File: config.mk
export PLATFORM = sky130hd
export DESIGN_NAME = imem_boot_loader
export DESIGN_NICKNAME = d
export VERILOG_FILES = /design/src/rtl/imem_boot_loader_pkg.sv /design/src/rtl/imem_word_assembler.sv /design/src/rtl/imem_boot_loader.sv
export SDC_FILE = /design/constraint.sdc
export NUM_CORES = 1
export LEC_CHECK = 0
export BUFFER_PORTS_ARGS = -buffer_cell sky130_fd_sc_hd__buf_2
export CAP_MARGIN = 20
export CORE_ASPECT_RATIO = 0.7
export CORE_MARGIN = 4
export CORE_UTILIZATION = 44
export DETAILED_ROUTE_END_ITERATION = 12
export PLACE_DENSITY = 0.76
export SLEW_MARGIN = 30
export SYNTH_ARGS = -nofsm -noshare
export SYNTH_HDL_FRONTEND = slang
export SYNTH_SLANG_ARGS = --single-unit
File: constraint.sdc
create_clock -name clk -period 2.55 [get_ports clk]
set_clock_uncertainty 0.05 [all_clocks]
set_input_delay 0.255 -clock clk [delete_from_list [all_inputs] [get_ports clk]]
set_output_delay 0.255 -clock clk [all_outputs]
set_load 0.02 [all_outputs]
File: src/rtl/imem_boot_loader_pkg.sv
// imem_boot_loader_pkg: shared state encoding and frame constants for the IMEM boot loader
package imem_boot_loader_pkg;
  typedef enum logic [2:0] {IDLE, LEN_LO, LEN_HI, DATA, CSUM, RUN, ERROR} state_t;
  localparam int LEN_BYTES = 2;
  localparam int WORD_BYTES = 4;
endpackage

File: src/rtl/imem_word_assembler.sv
// imem_word_assembler: packs little-endian bytes into 32-bit words with a registered word-complete pulse
module imem_word_assembler
  import imem_boot_loader_pkg::*;
(
  input  logic        clk,
  input  logic        rst_n,
  input  logic        clear,
  input  logic        byte_en,
  input  logic [7:0]  in_data,
  output logic [31:0] word,
  output logic        word_last,
  output logic        word_done
);
  localparam int IW = $clog2(WORD_BYTES);
  logic [IW-1:0] idx;
  assign word_last = byte_en && idx == IW'(WORD_BYTES - 1);
  always_ff @(posedge clk or negedge rst_n) begin
    if (!rst_n) begin
      word      <= '0;
      idx       <= '0;
      word_done <= 1'b0;
    end else begin
      word_done <= word_last;
      if (clear) begin
        idx <= '0;
      end else if (byte_en) begin
        word[8*idx +: 8] <= in_data;
        idx              <= idx + 1'b1;
      end
    end
  end
endmodule

File: src/rtl/imem_boot_loader.sv
// imem_boot_loader: loads a framed, checksummed byte stream into IMEM and then releases the CPU from reset
module imem_boot_loader
  import imem_boot_loader_pkg::*;
#(
  parameter int ADDR_W    = 8,
  parameter int MAX_WORDS = 256
) (
  input  logic              clk,
  input  logic              rst_n,
  input  logic              start,
  input  logic [7:0]        in_data,
  input  logic              in_valid,
  output logic              in_ready,
  output logic              mem_we,
  output logic [ADDR_W-1:0] mem_addr,
  output logic [31:0]       mem_wdata,
  output logic              cpu_rst_n,
  output logic              done,
  output logic              err,
  output logic [ADDR_W:0]   words_loaded
);
  localparam int HDR_BITS = 8 * LEN_BYTES;
  state_t                state, state_nx;
  logic                  xfer, rearm, word_last, last_word, n_big, n_zero;
  logic [7:0]            len_lo, csum;
  logic [ADDR_W:0]       len, word_cnt;
  logic [HDR_BITS-1:0]   n_full;
  assign in_ready     = state inside {LEN_LO, LEN_HI, DATA, CSUM};
  assign xfer         = in_valid && in_ready;
  assign rearm        = start && state inside {IDLE, RUN, ERROR};
  assign n_full       = {in_data, len_lo};
  assign n_big        = {1'b0, n_full} > (HDR_BITS + 1)'(MAX_WORDS);
  assign n_zero       = n_full == '0;
  assign last_word    = word_cnt + {{ADDR_W{1'b0}}, 1'b1} == len;
  assign cpu_rst_n    = state == RUN;
  assign done         = state == RUN;
  assign err          = state == ERROR;
  assign words_loaded = word_cnt;
  imem_word_assembler u_asm (
    .clk       (clk),
    .rst_n     (rst_n),
    .clear     (rearm),
    .byte_en   (xfer && state == DATA),
    .in_data   (in_data),
    .word      (mem_wdata),
    .word_last (word_last),
    .word_done (mem_we)
  );
  always_ff @(posedge clk or negedge rst_n) begin
    if (!rst_n) state <= IDLE;
    else        state <= state_nx;
  end
  always_comb begin
    state_nx = state;
    case (state)
      IDLE, RUN, ERROR: state_nx = start ? LEN_LO : state;
      LEN_LO:           state_nx = xfer ? LEN_HI : state;
      LEN_HI:           state_nx = !xfer ? state : n_big ? ERROR : n_zero ? CSUM : DATA;
      DATA:             state_nx = (word_last && last_word) ? CSUM : state;
      CSUM:             state_nx = !xfer ? state : (in_data == csum) ? RUN : ERROR;
      default:          state_nx = IDLE;
    endcase
  end
  always_ff @(posedge clk or negedge rst_n) begin
    if (!rst_n) begin
      len_lo   <= '0;
      len      <= '0;
      csum     <= '0;
      word_cnt <= '0;
      mem_addr <= '0;
    end else begin
      if (rearm) begin
        csum     <= '0;
        word_cnt <= '0;
        mem_addr <= '0;
      end else if (xfer && state inside {LEN_LO, LEN_HI, DATA}) begin
        csum <= csum ^ in_data;
      end
      if (xfer && state == LEN_LO) len_lo <= in_data;
      if (xfer && state == LEN_HI) len <= n_full[ADDR_W:0];
      if (word_last) begin
        mem_addr <= word_cnt[ADDR_W-1:0];
        word_cnt <= word_cnt + {{ADDR_W{1'b0}}, 1'b1};
      end
    end
  end
endmodule

==> impl_summary.log <==
INFO  metric num_antenna_cells = 0
INFO  metric power_frac_clock = 0.267
INFO  metric design_area = about 4800 um^2
INFO  metric post_route_cells_drive_above_1_share = 0.255
INFO  metric total_cts_buffers = 9
INFO  metric synth_top_cell_by_area = dfrtp_1
INFO  metric globalRouteOverflowTotal = 0
INFO  metric postSynthCellCount = 413
INFO  metric power-per-cell-area = between 1000 and 1500 nW/um^2
INFO  metric most_used_cells_in_the_layout_excluding_fill_and_tap_cells = nand2_1, dfrtp_1, buf_2
INFO  metric cts.reportedPaths.clkPinSlew = 60 ps
INFO  metric post_drt_wl_per_cell = 16.3 um
INFO  metric drt-pass1-iter-count = 4
INFO  metric slew_headroom = 0.540
INFO  metric critPathLaunchType = flip-flop
INFO  metric fin_nets = 488
INFO  metric place_hpwl = 6.82 mm
INFO  metric coreArea = slightly below 9000 um^2
INFO  metric synth_nets = between 400 and 500
INFO  metric comb_power_share = 0.355
INFO  metric routed_wirelength = 9.68 mm
INFO  metric hold_path_class = in -> reg
INFO  metric grt_setup_unrepaired = no
INFO  metric setup_viol = 0
INFO  metric yosys.area_share.simple = 0.194
INFO  metric synth-adder-area-share = 0.0186
INFO  metric cell_internal_pwr = 0.00327 W
INFO  metric post_synth_edffs = 0
INFO  metric area_used_by_multi_input_combinational_logic = around 1800 um^2
INFO  metric cts_tree = built
INFO  metric worst_skew_pair.late_latency = 330 ps
INFO  metric ir_worst_vdd = 556 uV
INFO  metric synthTopCellsByArea = dfrtp_1, nand2_1, mux2_2, o21ai_0, xor2_1
INFO  metric ff_latch_area = 2000 um^2
INFO  metric synth_compound_area_frac = 0.115
INFO  metric syn_area = around 4000 um^2
INFO  metric antenna_found_initial = 0
INFO  metric io-pin-count = 66
INFO  metric first_global_vias = around 3.1k
INFO  metric die_height = 88.1 um
INFO  metric totalPowerFinal = slightly above 0.005 W
INFO  metric first_pass_grt_wire_length = about 16 mm
INFO  metric die_area = 10800 um^2
INFO  metric detailroute.via_count = 3206
INFO  metric setup.worst_path.end_class = flip-flop
INFO  metric antenna_violating_nets_post_route = 0
INFO  metric finalWeightedCongestion = 0.824
INFO  metric cts_htree_levels = 3
INFO  metric numClockSinks = 80
INFO  metric yosys_register_bits = 80
INFO  metric initialDrtViolationCount = 294
INFO  metric worstPathRequired = 2700 ps
INFO  metric outcome = finished clean
INFO  metric yosysWarnings = 0
INFO  metric groute.usage.overall = 0.196
INFO  metric power_switching = 0.00185 W
INFO  metric pwr-share-seq = 0.379
INFO  metric i_o_buffers = 65
INFO  metric route.detailed.drc = 0
INFO  metric cts_max_path_buffers = 2
INFO  metric initial_standard_cell_utilization_of_the_core = 0.464
INFO  metric setup_total_negative_slack = 0 ps
INFO  metric synth.lib_cells_used.distinct = ~50
INFO  metric finalCritPeriodShare = 0.860
INFO  metric chipWidth = between 100 and 150 um
INFO  metric combinational_family_with_the_most_area_after_synthesis = simple AND/OR/NAND/NOR gates
INFO  metric finalCriticalPeriod = 2190 ps
INFO  metric crit_path_max_fanout = 9
INFO  metric maximum_number_of_pins_on_one_net_before_global_route_repair = 49
INFO  metric muxShareOfSynthArea = 0.0580
INFO  metric total_leakage_power = ~2.2 nW
INFO  metric post_synth_xor_area_fraction = 0.0673
INFO  metric most_common_cell_after_layout_fill_and_taps_aside = nand2_1
INFO  metric cap_violations = 0
INFO  metric synth_flop_cell = dfrtp_1
INFO  metric yosysSeqAreaShare = 0.496
INFO  metric path_class = reg -> reg
INFO  metric yosysTopAreaCellShare = 0.496
INFO  metric maxSlewViolCount = 0
INFO  metric switching_share = 0.362
INFO  metric final-hold-violation-count = 0
INFO  metric critPathArrivalTime = between 2000 and 2500 ps
INFO  metric worst-slew-pin-transition = 686 ps
INFO  metric clock.fmax = between 400 and 500 MHz
INFO  metric synth-async-reset-ratio = 1.00
INFO  metric cts_root_buffer = clkbuf_16
INFO  metric vias_per_cell = roughly 5.4
INFO  metric detailed_place.area = 4430 um^2
INFO  metric avgSynthCellArea = 9.77 um^2
INFO  metric final.fill_count = 806
INFO  metric area.growth.synth_to_final = 17.7%
INFO  metric rows = 28
INFO  metric regToRegSetupSlack = roughly 360 ps
## cell families after synthesis
logic type | after synthesis
buffers and inverters | 37
DFF | 80
adders and majority gates | 6
AOI/OAI and AO/OA | 74
muxes | 21
and+or+nand+nor | 164
xor gates and xnor gates | 31
## area by class of cell
type,instances,share of cell area
Clock buffer,13,0.0527
Clock inverter,3,0.0137
Inverter,8,0.00632
Multi-Input combinational cell,296,0.385
Sequential cell,80,0.421
Tap cell,120,0.0316
Timing Repair Buffer,75,0.0895
## sequential cells by signal, indices dropped and copies added (netlist names)
name / flops
words_loaded: 9
mem_addr: 8
csum: 8
len_lo: 8
len: 9
u_asm.word_done: 1
state: 3
u_asm.idx: 2
u_asm.word: 32
## path summary, 6_finish.rpt
check,start,endpoint,depth (start not counted)
max reg2reg,words_loaded[0]$_DFFE_PN0P_,state[1]$_DFFE_PN0P_,6
min reg2reg,u_asm.word[30]$_DFFE_PN0P_,u_asm.word[30]$_DFFE_PN0P_,2
min in group asynchronous,rst_n,mem_addr[2]$_DFFE_PN0P_,2
min,in_data[4],u_asm.word[4]$_DFFE_PN0P_,3
max,words_loaded[0]$_DFFE_PN0P_,state[1]$_DFFE_PN0P_,6
max in group asynchronous,rst_n,u_asm.word[0]$_DFFE_PN0P_,3
## timing repair
| item | CTS | global route |
|---|---|---|
| hold buffers | 1 | 0 |
| buffers inserted | 0 | 0 |
| hold endpoints to repair | 32 | 0 |
| gates resized for setup | 0 | 0 |
## through the flow
stage	worst slack (ps)	utilization	hold WS (ps)	instances
floorplan	488	-	-90.6	413
finish	356	0.547	217	595
global placement	433	0.506	400	577
global route	225	0.547	228	595
detailed placement	359	0.509	178	578
CTS	348	0.547	200	595
## metal layers
metal / up-vias / part of all wire / global-route usage
li1: 1519 / - / -
met1: 1559 / 0.48 / 0.285
met2: 122 / 0.44 / 0.292
met3: 6 / 0.075 / 0.0445
met4: 0 / 0.0048 / 0.0630
met5: - / 0 / 0
## cells in the mapped netlist, types with 5 or more instances
cell,number
buf_2,8
o31ai_1,5
nor3b_1,5
xor2_1,19
nand2_1,102
buf_4,5
ha_1,6
clkbuf_1,10
inv_1,7
dfrtp_1,80
xnor2_1,12
o21ai_0,42
mux2_2,19
buf_6,5
nor2_1,14
a21oi_1,6
nand3_1,13
## critical path, cell delays in order, from the launching register on
cell and delay, ps:
dfrtp_1 490, ha_1 350, nand3_1 190, or3_1 390, a211oi_2 260, o211a_1 230, o221ai_2 100
## power groups by stage
stage                     Combinational, W  Clock, W  Sequential (W)
after global routing               0.00201   0.00146         0.00199
after CTS                          0.00183   0.00139         0.00194
final                              0.00182   0.00136         0.00194
after floorplan                    0.00127         0         0.00200
after detailed placement           0.00180         0         0.00196
after global placement             0.00173         0         0.00194
Power figures use the tool's default switching activity.
